## src/rtl/mem_arb_pkg.sv

```systemverilog
// Shared types and constants for the two-requester memory bus arbiter.
// The optional watchdog is enabled by defining MEM_ARB_TIMEOUT_EN.
package mem_arb_pkg;

    // The arbiter only ever has one transaction in flight, so two states are enough.
    typedef enum logic {
        ST_IDLE = 1'b0,
        ST_BUSY = 1'b1
    } arb_state_e;

    // Requester identifiers. These are the values used for grant_id and for last grant.
    localparam logic GRANT_M0 = 1'b0;
    localparam logic GRANT_M1 = 1'b1;

    // Read data returned to a requester whose access was ended by the watchdog.
    localparam logic [31:0] TIMEOUT_RDATA = 32'hDEAD_BEEF;

    // Width of the watchdog counter. This covers every TIMEOUT_CYCLES value up to 65535.
    localparam int TMO_CNT_W = 16;

endpackage

```

## src/rtl/rr_arb2.sv

```systemverilog
// Combinational two-way round-robin selector.
// When both requesters ask at once, the one that was not served last wins.
module rr_arb2
    import mem_arb_pkg::*;
(
    input  logic valid0_i,
    input  logic valid1_i,
    input  logic lastGrant_i,
    output logic reqAny_o,
    output logic grant_o
);

    // Choose the winner. A lone requester always wins. On a tie, grant the requester not served last.
    always_comb begin
        reqAny_o = valid0_i | valid1_i;
        grant_o  = GRANT_M0;
        if (valid0_i && valid1_i) begin
            grant_o = ~lastGrant_i;
        end else if (valid1_i) begin
            grant_o = GRANT_M1;
        end
    end

endmodule

```

## src/rtl/mem_bus_arbiter.sv

```systemverilog
// Arbitrates two requesters (m0, m1) onto one shared memory port.
// Each transaction takes one IDLE cycle to arbitrate and then one or more BUSY cycles.
// During BUSY the owner's request is forwarded to the memory port.
// Defining MEM_ARB_TIMEOUT_EN compiles in a watchdog. The watchdog forces completion after
// TIMEOUT_CYCLES BUSY cycles and returns TIMEOUT_RDATA to the owner.
module mem_bus_arbiter
    import mem_arb_pkg::*;
#(
    parameter int XLEN           = 32,
    parameter int TIMEOUT_CYCLES = 255
) (
    input  logic            clock,
    input  logic            reset,

    input  logic            m0_valid,
    input  logic            m0_insn,
    input  logic [XLEN-1:0] m0_addr,
    input  logic [XLEN-1:0] m0_wdata,
    input  logic [3:0]      m0_wstrb,
    output logic            m0_ready,
    output logic [XLEN-1:0] m0_rdata,

    input  logic            m1_valid,
    input  logic            m1_insn,
    input  logic [XLEN-1:0] m1_addr,
    input  logic [XLEN-1:0] m1_wdata,
    input  logic [3:0]      m1_wstrb,
    output logic            m1_ready,
    output logic [XLEN-1:0] m1_rdata,

    output logic            s_valid,
    output logic            s_insn,
    output logic [XLEN-1:0] s_addr,
    output logic [XLEN-1:0] s_wdata,
    output logic [3:0]      s_wstrb,
    input  logic            s_ready,
    input  logic [XLEN-1:0] s_rdata,

    output logic            grant_id,
    output logic            busy,
    output logic            timeout_err
);

    arb_state_e state_q, state_d;
    logic       owner_q, owner_d;
    logic       lastGrant_q, lastGrant_d;

    logic       arbAny;
    logic       arbGrant;
    logic       ownerValid;
    logic       complete;
    logic       tmoHit;
    logic       tmoFire;

    rr_arb2 u_rr_arb2 (
        .valid0_i    (m0_valid),
        .valid1_i    (m1_valid),
        .lastGrant_i (lastGrant_q),
        .reqAny_o    (arbAny),
        .grant_o     (arbGrant)
    );

    assign ownerValid = (owner_q == GRANT_M1) ? m1_valid : m0_valid;

`ifdef MEM_ARB_TIMEOUT_EN
    localparam logic [TMO_CNT_W-1:0] TMO_LIMIT = TMO_CNT_W'(TIMEOUT_CYCLES);

    logic [TMO_CNT_W-1:0] tmoCount_q, tmoCount_d;
    logic                 tmoErr_q;

    assign tmoHit = (tmoCount_q == TMO_LIMIT);

    // The count stays at zero outside BUSY, so every new transaction starts from zero.
    // It advances on each BUSY cycle that ends with the arbiter still in BUSY.
    always_comb begin
        tmoCount_d = '0;
        if ((state_q == ST_BUSY) && (state_d == ST_BUSY)) begin
            tmoCount_d = tmoCount_q + 1'b1;
        end
    end

    // Watchdog count register and sticky error flag. Only reset clears the flag.
    always_ff @(posedge clock or posedge reset) begin
        if (reset) begin
            tmoCount_q <= '0;
            tmoErr_q   <= 1'b0;
        end else begin
            tmoCount_q <= tmoCount_d;
            tmoErr_q   <= tmoErr_q | tmoFire;
        end
    end

    assign timeout_err = tmoErr_q;
`else
    assign tmoHit      = 1'b0;
    assign timeout_err = 1'b0;
`endif

    // Next-state logic.
    // IDLE latches the arbitration winner.
    // BUSY ends on an abandoned request, a memory completion, or a watchdog expiry.
    always_comb begin
        state_d     = state_q;
        owner_d     = owner_q;
        lastGrant_d = lastGrant_q;
        complete    = 1'b0;
        tmoFire     = 1'b0;
        case (state_q)
            ST_IDLE: begin
                if (arbAny) begin
                    state_d = ST_BUSY;
                    owner_d = arbGrant;
                end
            end
            ST_BUSY: begin
                if (!ownerValid) begin
                    state_d = ST_IDLE;
                end else if (s_ready) begin
                    complete = 1'b1;
                end else if (tmoHit) begin
                    complete = 1'b1;
                    tmoFire  = 1'b1;
                end
                if (complete) begin
                    state_d     = ST_IDLE;
                    lastGrant_d = owner_q;
                end
            end
            default: begin
                state_d = ST_IDLE;
            end
        endcase
    end

    // State, owner and round-robin history registers.
    // Reset makes m0 the winner of the first tie.
    always_ff @(posedge clock or posedge reset) begin
        if (reset) begin
            state_q     <= ST_IDLE;
            owner_q     <= GRANT_M0;
            lastGrant_q <= GRANT_M1;
        end else begin
            state_q     <= state_d;
            owner_q     <= owner_d;
            lastGrant_q <= lastGrant_d;
        end
    end

    // Output logic.
    // In BUSY the owner's request is forwarded to the memory port and the completion is routed back to the owner.
    // Read data is shared by both requesters, except when the watchdog substitutes its marker value.
    always_comb begin
        s_valid  = 1'b0;
        s_insn   = 1'b0;
        s_addr   = '0;
        s_wdata  = '0;
        s_wstrb  = '0;
        m0_ready = 1'b0;
        m1_ready = 1'b0;
        m0_rdata = s_rdata;
        m1_rdata = s_rdata;
        if (state_q == ST_BUSY) begin
            s_valid = ownerValid;
            if (owner_q == GRANT_M1) begin
                s_insn  = m1_insn;
                s_addr  = m1_addr;
                s_wdata = m1_wdata;
                s_wstrb = m1_wstrb;
            end else begin
                s_insn  = m0_insn;
                s_addr  = m0_addr;
                s_wdata = m0_wdata;
                s_wstrb = m0_wstrb;
            end
            m0_ready = complete && (owner_q == GRANT_M0);
            m1_ready = complete && (owner_q == GRANT_M1);
        end
        if (tmoFire) begin
            if (owner_q == GRANT_M1) begin
                m1_rdata = XLEN'(TIMEOUT_RDATA);
            end else begin
                m0_rdata = XLEN'(TIMEOUT_RDATA);
            end
        end
    end

    assign grant_id = owner_q;
    assign busy     = (state_q == ST_BUSY);

endmodule

```

## config.mk

```make
export PLATFORM = sky130hd
export DESIGN_NAME = mem_bus_arbiter
export DESIGN_NICKNAME = d
export VERILOG_FILES = /design/src/rtl/mem_arb_pkg.sv /design/src/rtl/rr_arb2.sv /design/src/rtl/mem_bus_arbiter.sv
export SDC_FILE = /design/constraint.sdc
export NUM_CORES = 1
export LEC_CHECK = 0
export ABC_AREA = 1
export ABC_CLOCK_PERIOD_IN_PS = 1500
export CORE_AREA = 2 2 120 122
export CTS_CLUSTER_SIZE = 20
export DETAILED_ROUTE_END_ITERATION = 8
export DIE_AREA = 0 0 122 124
export GPL_ROUTABILITY_DRIVEN = 1
export PLACE_DENSITY = 0.6
export SETUP_SLACK_MARGIN = 0.3
export SLEW_MARGIN = 15
export SYNTH_ARGS = -nofsm -noshare
export SYNTH_HDL_FRONTEND = slang
export SYNTH_SLANG_ARGS = --single-unit
export TNS_END_PERCENT = 1
```

## constraint.sdc

```tcl
create_clock -name clock -period 1.5 [get_ports clock]
set_input_delay 0.3 -clock clock [delete_from_list [all_inputs] [get_ports clock]]
set_output_delay 0.3 -clock clock [all_outputs]
set_load 0.1 [all_outputs]
```

==> impl_results.md <==
- Outcome: finished, violations left
- Failing checks: negative setup slack
- Final HPWL DP: around 6.9 mm
- Initial core utilization: approximately 12%
- PortBufs: roughly 220
- TritonCTS Buffers: 3
- CTS sink cnt: 3
- Clk slew on worst S/H paths: approximately 30 ps
- CP Data Required Time: 1200 ps
- Longest Clk Path Bufs: 2
- Fmax: about 560 MHz
- Finished Core Util: roughly 35%
- Final setup fails: 72
- Vias after detailed routing: 2582
- Pre-antenna DRT Iters: 4
- Final ANT Viol Nets: 0
- Synth Net Count: 494
- Commonest cells after routing, fill and taps aside: clkdlybuf4s50_1 (142), buf_12 (78), nor2_2 (75), nor2_1 (63), o21ai_0 (46)
- CP arrival: between 1000 and 1500 ps
- Commonest non-fill, non-tap cell in the layout: clkdlybuf4s50_1
- Detailed router's first-iteration violation count: between 40 and 50
- Tmin final: around 1800 ps
- DR WL/cell: between 10 and 15 um
- Critical Path End Type: output pin
- Critical setup path kind: reg2out
- Hold Fails Final Rpt: 0
- Total GRT Usage: ~11%
- Final weighted congestion in routability-driven placement: 0.698
- Worst Clk Skew: ~1.3 ps
- Nets@finish: roughly 650
- Largest net degree at the start of global routing: between 40 and 50
- Die W: around 120 um
- H-tree levels: 1
- Layout cells sized above 1: 38.9%
- Crit path cell chain: clkinv_4, buf_16, nor2_1, nor2_2, buf_12
- Flop2flop setup slack: around 260 ps
- Placed Area: between 4000 and 5000 um^2
- Clock root cell: clkbuf_16
- Average size of a mapped cell: 5.28 um^2
- Top Ports: between 300 and 400
- Setup ws final: -286 ps
- Tcrit/Tclk final: 119%
- Post-synth EDFFs: 0
- DRC Markers: 0
- ANT cells: 0
- Area of the core: ~14000 um^2
- Routed wire length: 9.59 mm
- CTS tree: done
- Netlist cell types: 19
- Global route overflow: 0
- Initial antenna violation count: 0
- Design area: approximately 4700 um^2
- Main synth FF type: dfrtp_1
- Synthesized area: 1680 um^2
- Hold-fix buffers, CTS: 0
- Synth warn: 0
- Worst hold path class: in2async
- DIE AREA: around 15000 um^2
- Critical Path Max Stage Delay: about 430 ps
- CP Max Fanout: 21
- Fraction of registers with async set/reset: 100%
- FF+latch count, synth: 3
- Unrepaired setup endpoints after global routing: true
- Row count: 43
- Routed vias/inst: ~4.0
- Post-synthesis cell count: 319
- Worst-Skew Late Latency: ~220 ps
- CP Launch Type: register
- Synthesis-to-layout area growth: 182%
- First-pass GRT wire length: approximately 13 mm
- Die Span Y: 124 um
- MaxCap Viol Count: 0
- Max stage delay cell, worst path: dfrtp_2
- Number of global-route vias before repair: roughly 2600
- Register area share after synthesis: between 4 and 5%
- Fin. max-slew vios: 0
[sequential cells by signal, indices dropped and copies added, names as in the netlist]
signal and count:
lastGrant_q 1, busy 1, grant_id 1
[stage by stage]
stage,TNS [ps],hold WS (ps),worst slack [ps],std cells
floorplan,-110200,52.9,-1570,319
global placement,-2960,488,-294,642
detailed placement,-3690,480,-281,642
CTS,-17570,271,-320,649
global route,-19390,295,-352,651
finish,-14600,265,-286,651
[path summary, 6_finish.rpt]
path,cells past startpoint,endpoint,startpoint
min,2,grant_id$_DFFE_PP0P_,reset
max in group asynchronous,2,lastGrant_q$_DFFE_PP1P_,reset
max reg2reg,7,busy$_DFF_PP0_,grant_id$_DFFE_PP0P_
min reg2reg,2,lastGrant_q$_DFFE_PP1P_,lastGrant_q$_DFFE_PP1P_
min in group clock,2,lastGrant_q$_DFFE_PP1P_,lastGrant_q$_DFFE_PP1P_
max,5,s_wdata[8],grant_id$_DFFE_PP0P_
[cell usage after synthesis, types with 2 or more instances]
| master | count | area (um^2) |
|---|---|---|
| nor2_1 | 129 | 484 |
| dfrtp_1 | 2 | 50.1 |
| buf_4 | 66 | 495 |
| inv_1 | 4 | 15.0 |
| buf_2 | 7 | 35.0 |
| o21ai_0 | 70 | 350 |
| nand2_1 | 9 | 33.8 |
| nand3_1 | 2 | 10.0 |
| clkbuf_1 | 7 | 26.3 |
| clkbuf_2 | 5 | 25.0 |
| nor2_2 | 10 | 62.6 |
[critical path: cells and delay by family, from the launching register on]
kind                   cells  cell delay, ps
buffers and inverters      3             510
flip-flops                 1             430
AND/OR/NAND/NOR            2             310
[timing repair]
action | in CTS | in global routing
setup endpoints to repair | 75 | 77
cloned | 2 | 2
setup buffers | 1 | 0
resized for setup | 66 | 35
pin swaps | 42 | 6
[cells by family (layout without fill, tap and decap cells)]
family                 after synthesis  in the layout  synth area share (%)
AOI/OAI and AO/OA                   71             71                  21.1
DFF                                  3              3                  4.53
other                                1              1                 0.223
and+or+nand+nor                    151            151                  35.4
buffers and inverters               93            245                  38.7
[metal layers]
layer,track usage [%],vias to the layer above,wire length [um]
met3,3.21,40,950
met2,20.7,169,4940
met4,6.90,0,402
met1,11.0,1128,3300
met5,0,-,0
li1,-,1245,-
[area by class of cell]
type / instances / area, um^2
multi-input combinational: 223 / 1140
fill: 1413 / 8970
timing repair buffer: 236 / 3200
inverter: 5 / 23.8
tap: 180 / 225
sequential: 3 / 78.8
clock buffer: 4 / 78.8
Power is left out: the tool's default activity adds up to more than one toggle a clock period on the data nets, which glitch-free logic cannot reach.
==> variant: new RTL, same settings <==
Add a define of `MEM_ARB_TIMEOUT_EN`.
--- a/src/rtl/mem_bus_arbiter.sv
+++ b/src/rtl/mem_bus_arbiter.sv
@@ -4,4 +4,6 @@
 // Defining MEM_ARB_TIMEOUT_EN compiles in a watchdog. The watchdog forces completion after
 // TIMEOUT_CYCLES BUSY cycles and returns TIMEOUT_RDATA to the owner.
+`define MEM_ARB_TIMEOUT_EN
+
 module mem_bus_arbiter
     import mem_arb_pkg::*;
Behaviour: same outputs for any inputs over 4 cycles, from zero or initial values and one cycle with reset high; that may be too few to reach the edited logic, so the function may still have changed.
==> variant against the unedited design <==
The flow still finishes with violations (setup timing); final area rose by 79%; synthesized cell count grew 56%; utilization up 27 points; global-route usage rose by 12 points; worst setup slack got worse by 0.40 ns; routed wire length rose by 92%; sequential cell count grew 17; first-iteration DRC count increased to 4.2 times the old value; synthesized area rose by 52%; via count rose by 74%; critical path type unchanged; largest cell class unchanged.
==> variant: results (changes against the unedited design) <==
status: finished with violations
violated checks: setup timing
crit path DAT: 1.88 ns (+0.39 ns)
Synth top cells by count: 173 x nor2_1, 102 x nand2_1, 71 x o21ai_0
met2 WL post-DR: 9510 um (+93%)
Seq/Total Area, Yosys: 19.6% (+15 points)
Avg WL per Cell: 17.9 um (+22%)
area share of fa/ha/maj cells after synthesis: 0.490% (+0.49 points)
worst slack at placement: -0.688 ns (-0.407 ns)
Synth Area in Compound Gates: 14.1% (-7.0 points)
vias in the first global route: 4565 (+78%)
share of cells above drive strength 1: 44.0% (+5.1 points)
clock-pin slew on the worst setup and hold paths: 0.06 ns (+0.03 ns)
GP Congestion: 0.874 (+25%)
post-synth cell types: 24 (+5)
Top delay family on crit path: simple AND/OR/NAND/NOR gates
Mapped Nets: 674 (+36%)
overall global routing resource usage: 23.2% (+12 points)
Pre-antenna DRT Iters: 4 (unchanged)
clock skew: 0.00248 ns (+0.00123 ns)
final setup fails: 139 (+93%)
Port Buffer Count: 313 (+45%)
final wirelength: 18400 um (+92%)
worst-path maximum fanout: 6 (-71%)
PnR worst setup slack: -0.682 ns (-0.396 ns)
xor/xnor share of the synthesized area: 1.03% (+1.0 points)
GR Util met1: 27.8% (+17 points)
clock latency on the worst-skew pair: 0.25 ns (+0.03 ns)
total negative slack: -72.28 ns (-57.67 ns)
met3 routed WL: 1260 um (+32%)
Synth area leaders: nor2_1 25%, dfrtp_1 19%, nand2_1 15%
Metal-1 WL: 7080 um (+110%)
slowest stage delay, CP: 0.51 ns (+0.08 ns)
CP max stage cell: dfrtp_4
Avg Synthesized Cell Area: 5.13 um2 (-2.9%)
-- variant: cell types whose count changed after synthesis, sizes merged, moves of 3 or more --
cell / before / now
buf: 76 / 10
clkbuf: 12 / 19
dfrtp: 2 / 19
inv: 5 / 66
nand2: 9 / 107
nand3: 2 / 9
nand4: 1 / 5
nor2: 139 / 176
nor3: 0 / 8
xor2: 0 / 3
-- variant: area by class of cell --
type / instances / area (um2)
repair buffers: 373 / 5200
clock inverters: 1 / 30.0
fillers: 1112 / 5230
multi-input cells: 383 / 2190
well taps: 180 / 225
diodes: 1 / 2.50
inverters: 66 / 254
clock buffers: 3 / 75.1
flip-flops and latches: 20 / 509
-- variant: what timing repair did --
item / CTS / global route
pin swaps: 14 / 4
setup endpoints to repair: 157 / 157
buffers inserted: 6 / 0
endpoints found under the hold margin: 0 / 0
gates resized for setup: 106 / 17
cloned: 6 / 0
-- variant: path summary, 6_finish.rpt --
| kind | start | endpoint | slack, ns | depth (start not counted) |
|---|---|---|---|---|
| max | grant_id | m0_rdata[14] | -0.68 | 11 |
| min | reset | tmoCount_q[13] | 0.40 | 3 |
| max reg2reg | tmoCount_q[1] | lastGrant_q | -0.07 | 10 |
| min reg2reg | lastGrant_q | lastGrant_q | 0.47 | 2 |
| max in group asynchronous | reset | lastGrant_q | 0.82 | 3 |
| min in group clock | lastGrant_q | lastGrant_q | 0.47 | 2 |
-- variant: cells by family (layout without fill, tap and decap cells) --
kind of cell | after synthesis | in the layout
buffers and inverters | 95 | 443
adder cells (fa/ha/maj) | 1 | 1
AND/OR/NAND/NOR | 307 | 307
other | 0 | 1
flip-flops | 20 | 20
XOR/XNOR | 3 | 3
AO/OA/AOI/OAI | 72 | 72
